**config.mk**
```make
export PLATFORM = sky130hd
export DESIGN_NAME = regfile_wb_arbiter
export DESIGN_NICKNAME = d
export VERILOG_FILES = /design/src/rtl/regfile_wb_arbiter.sv
export SDC_FILE = /design/constraint.sdc
export NUM_CORES = 1
export LEC_CHECK = 0
export ABC_CLOCK_PERIOD_IN_PS = 6400
export BUFFER_PORTS_ARGS = -buffer_cell sky130_fd_sc_hd__buf_2
export CELL_PAD_IN_SITES_DETAIL_PLACEMENT = 0
export CELL_PAD_IN_SITES_GLOBAL_PLACEMENT = 1
export CORE_UTILIZATION = 32
export DETAILED_ROUTE_END_ITERATION = 16
export PLACE_DENSITY_LB_ADDON = 0.05
export SLEW_MARGIN = 40
export SYNTH_ARGS = -nofsm -noshare
export SYNTH_HDL_FRONTEND = slang
export SYNTH_SLANG_ARGS = --single-unit
```
**constraint.sdc**
```tcl
create_clock -name clk -period 6.4 [get_ports clk]
set_input_delay 0.32 -clock clk [delete_from_list [all_inputs] [get_ports clk]]
set_output_delay 0.32 -clock clk [all_outputs]
set_load 0.03 [all_outputs]
```
**src/rtl/regfile_wb_arbiter.sv**
```systemverilog
// Two-requester round-robin writeback arbiter that feeds one register-file write port.
// Writes to register 31 are accepted and then dropped, and each one is tallied in a saturating counter.
module regfile_wb_arbiter #(
    parameter int DATA_WIDTH = 64
) (
    input  logic                  clk,
    input  logic                  reset,
    input  logic                  req0_valid,
    input  logic [4:0]            req0_reg,
    input  logic [DATA_WIDTH-1:0] req0_data,
    output logic                  req0_ready,
    input  logic                  req1_valid,
    input  logic [4:0]            req1_reg,
    input  logic [DATA_WIDTH-1:0] req1_data,
    output logic                  req1_ready,
    input  logic                  stall,
    output logic                  RegWrite,
    output logic [4:0]            WriteRegister,
    output logic [DATA_WIDTH-1:0] WriteData,
    output logic [7:0]            drop_count
);

    localparam logic [4:0] DROP_REG = 5'd31;

    logic                  ptr_q, ptr_d;
    logic                  wen_q, wen_d;
    logic [4:0]            wreg_q, wreg_d;
    logic [DATA_WIDTH-1:0] wdata_q, wdata_d;
    logic [7:0]            drop_q, drop_d;
    logic                  grant0, grant1, xfer;
    logic [4:0]            sel_reg;
    logic [DATA_WIDTH-1:0] sel_data;

    function automatic logic [7:0] sat_inc(input logic [7:0] v);
        return (v == 8'hFF) ? v : v + 8'd1;
    endfunction

    // The pointer decides only when both requesters are valid. Reset and stall block every grant.
    always_comb begin
        grant0   = !reset && !stall && req0_valid && (!req1_valid || !ptr_q);
        grant1   = !reset && !stall && req1_valid && (!req0_valid ||  ptr_q);
        xfer     = grant0 || grant1;
        sel_reg  = grant1 ? req1_reg  : req0_reg;
        sel_data = grant1 ? req1_data : req0_data;
    end

    assign req0_ready = grant0;
    assign req1_ready = grant1;

    always_comb begin
        ptr_d   = ptr_q;
        wen_d   = 1'b0;
        wreg_d  = wreg_q;
        wdata_d = wdata_q;
        drop_d  = drop_q;
        if (xfer) begin
            ptr_d   = grant0;
            wreg_d  = sel_reg;
            wdata_d = sel_data;
            if (sel_reg == DROP_REG) begin
                drop_d = sat_inc(drop_q);
            end else begin
                wen_d = 1'b1;
            end
        end
    end

    // Output stage: register the granted write, one cycle after the transfer edge.
    always_ff @(posedge clk or posedge reset) begin
        if (reset) begin
            ptr_q   <= 1'b0;
            wen_q   <= 1'b0;
            wreg_q  <= '0;
            wdata_q <= '0;
            drop_q  <= '0;
        end else begin
            ptr_q   <= ptr_d;
            wen_q   <= wen_d;
            wreg_q  <= wreg_d;
            wdata_q <= wdata_d;
            drop_q  <= drop_d;
        end
    end

    assign RegWrite      = wen_q;
    assign WriteRegister = wreg_q;
    assign WriteData     = wdata_q;
    assign drop_count    = drop_q;

endmodule

```
==> run_results.csv <==
group,metric,value,unit
sta,maxSlewHeadroom,44.5,%
yosys,synth_warnings,0,
clocking,cts_post_setup_buffers_inserted,0,
yosys,synthesis.area,0.00366,mm²
sta,final-setup-viol-count,0,
placed_design,buffer_ports.inserted,222,
yosys,share_of_cell_area_taken_by_muxes_after_synthesis,1.51,%
setup_path,critPathMaxFanout,71,
route,detail_route.wirelength,10.7,mm
floorplanning,core.rowCount,38,
clocking,clk_latency,0.33,ns
yosys,synth-compound-area-share,12.8,%
yosys,synth_fa_ha_area_share,0.342,%
global_route,grt_start_max_net_pins,80,
setup_path,cell_with_the_biggest_individual_delay_on_the_critical_path,"clkinv_4",
setup_path,required,6.08,ns
yosys,post_synth_inst_count,419,
global_route,initial_antenna_violation_count,2,
setup_path,path_cells,"nor2b_1 -> or2_2 -> buf_4 -> clkinv_4 -> buf_2",
sta,clock_skew,0.00350,ns
floorplanning,core_region_area,0.0110,mm²
clocking,clock-sinks,79,
yosys,average_instance_area_after_synthesis,8.73,µm²
route,route.vias.total,3568,
floorplanning,die-width,109,µm
yosys,main_combinational_cell_family_by_area_after_synthesis,"simple AND/OR/NAND/NOR gates",
global_route,global_route_wire_length_before_repair,16.6,mm
global_route,globalRouteTotalUtil,18.3,%
route,route.detailed.drc,0,
clocking,htreeDepth,3,
pwr,ir_drop,153,µV
setup_path,critical_path.endpoint_type,"output pin",
hold_path,min_delay_worst_type,"input pin to async pin",
final_layout,multi_input_comb_area,0.00147,mm²
setup_path,critical-path-max-stage-delay,0.64,ns
pwr,cellLeakagePower,2.57,nW
global_route,gr-total-overflow,0,
clocking,tritoncts,"yes",
final_layout,finalNetCount,768,
yosys,synth_simple_gate_area_share,23.7,%
pwr,power-per-cell-area,303,mW/mm²
sta,rsz0062_at_grt,"false",
global_route,vias_in_the_first_global_route,3437,
clocking,numCtsBuffers,9,
clocking,root_buffer,"clkbuf_16",
route,via_per_inst,4.63,
sta,fin_tns_setup,0,ns
final_layout,filler_cell_count,1137,
sta,fin_worst_hold_slack,0.176,ns
route,detail_route.iter0.violations,222,
route,ant_nets,0,
final_layout,layout-area-overhead-vs-synth,39.0,%
final_layout,stdcell_area,0.00508,mm²
final_layout,mostFrequentLayoutCell,"buf_2",
pwr,report.power.total,1.54,mW
route,drt-wirelength-per-cell,13.9,µm
sta,final-max-slew-violation-count,0,
sta,timing.fmax,0.326,GHz
pwr,internal_power,1.02,mW
floorplanning,die-area,0.0119,mm²
sta,finalCritPeriodShare,47.9,%
yosys,synth_sequential_area_ratio,54.1,%
yosys,synth_xor_area_share,1.68,%
pwr,sequentialPowerShare,40.0,%
pwr,power_switching,524,µW
clocking,clkTransAtPathRegs,0.06,ns
placed_design,placed_cell_area,0.00478,mm²
job,drv.max_cap_violation_count,0,
status,status,"finished clean",
sta,tightestPinTransition,0.833,ns
clocking,ctsResizeCount,0,
setup_path,crit_arrival,2.75,ns
setup_path,criticalPathCategory,"register to output pin",
yosys,yosys.cell_types.count,29,
yosys,ys_seq_elements,79,
floorplanning,floorplan.io_pins,223,
final_layout,final_cell_mix,"buf_2 (222), nand2_1 (133), dfrtp_1 (79)",
final_layout,final_layout_size_suffix_gt1_share,39.4,%
pwr,clock_share_of_power,32.4,%
clocking,postCtsHoldBufs,0,
pwr,power.switching_fraction,34.0,%
yosys,synthesized_nets,563,
pwr,comb_power_share,27.6,%
final_layout,layout.area.seq,0.00198,mm²
clocking,clockBufferDepth,2,
floorplanning,initial_standard_cell_utilization_of_the_core,33.3,%
sta,finalHoldViolations,0,
placed_design,place_hpwl,7.27,mm
setup_path,worstSetupStartpointType,"register",
route,drt_first_pass_iters,4,
sta,period_needed,3.07,ns
placed_design,gp_congestion,0.738,
floorplanning,dieHeight,109,µm
==> metal layers <==
metal | vias up | global-route usage (%) | share of wire [%]
met5 | - | 0 | 0
met1 | 1599 | 22.0 | 42
met3 | 14 | 6.34 | 8.4
li1 | 1812 | - | -
met2 | 143 | 29.7 | 48
met4 | 0 | 7.72 | 1.8
==> cell usage after synthesis <==
cell type	n	area (µm²)
a21oi_1	7	35.0
a31oi_1	64	400
and3_1	2	12.5
and4_1	1	8.76
buf_2	2	10.0
buf_6	2	22.5
buf_8	6	90.1
clkbuf_1	21	78.8
clkinv_2	1	5.00
dfrtp_1	79	1980
ha_1	1	12.5
inv_1	2	7.51
mux2_4	1	15.0
mux2i_1	4	40.0
nand2_1	133	499
nand3_1	1	5.00
nand4_1	5	31.3
nor2_1	71	267
nor2b_1	1	6.26
nor3b_1	1	7.51
nor4_2	1	12.5
o211a_1	1	10.0
o21a_1	1	7.51
o21ai_0	1	5.00
o221a_1	1	11.3
or2_1	1	6.26
or3b_4	1	11.3
xnor2_1	6	52.6
xor2_1	1	8.76
==> cells by family (layout without fill, tap and decap cells) <==
family                   after synthesis  count (layout)
AND/OR/NAND/NOR                      218             218
XOR/XNOR                               7               7
adder cells (fa/ha/maj)                1               1
multiplexers                           5               5
buffers and inverters                 34             244
other                                  0               2
AO/OA/AOI/OAI                         75              75
flip-flops                            79              79
==> sequential cells by signal (all words and copies together), names as in the netlist <==
name,cells
RegWrite,1
ptr_q,1
drop_count,8
WriteData,64
WriteRegister,5
==> through the flow <==
stage / cells / setup slack, ns / utilization, %
floorplan: 419 / 4.06 / -
global placement: 753 / 3.07 / 43.4
detailed placement: 753 / 3.48 / 43.5
CTS: 769 / 3.26 / 46.2
global route: 771 / 3.10 / 46.3
finish: 771 / 3.33 / 46.3
==> layout make-up <==
type	instances	area share, %
sequential	79	38.9
multi-input combinational	306	29.0
timing repair buffer	225	22.4
clock buffer	13	5.51
tap	140	3.45
inverter	3	0.345
clock inverter	3	0.295
antenna	2	0.0985
==> worst paths after layout <==
kind                                           startpoint                         to  slack (ns)  cells after the start
worst max-delay path                    ptr_q$_DFFE_PP0P_                 req1_ready        3.33                      5
worst min-delay path                                reset  drop_count[0]$_DFFE_PP0P_        0.18                      3
worst max register to register          ptr_q$_DFFE_PP0P_  WriteData[45]$_DFFE_PP0P_        3.85                      6
worst min register to register  drop_count[7]$_DFFE_PP0P_  drop_count[7]$_DFFE_PP0P_        0.49                      1
max in group asynchronous                           reset  WriteData[31]$_DFFE_PP0P_        5.75                      3
min in group clk                            req1_data[38]  WriteData[38]$_DFFE_PP0P_        0.23                      3
==> power by group through the flow <==
stage | logic [mW] | clock network (mW) | registers (mW)
final | 0.426 | 0.500 | 0.617
after global routing | 0.464 | 0.533 | 0.628
after CTS | 0.432 | 0.517 | 0.618
after detailed placement | 0.432 | 0 | 0.626
after global placement | 0.430 | 0 | 0.623
after floorplan | 0.123 | 0 | 0.780
==> critical path: cells and delay by family, from the launching register on <==
family / cells / cell delay (ns)
and+or+nand+nor: 2 / 0.37
DFF: 1 / 0.40
buffers and inverters: 3 / 1.62
Note: power is estimated with default switching activity, not from simulation.
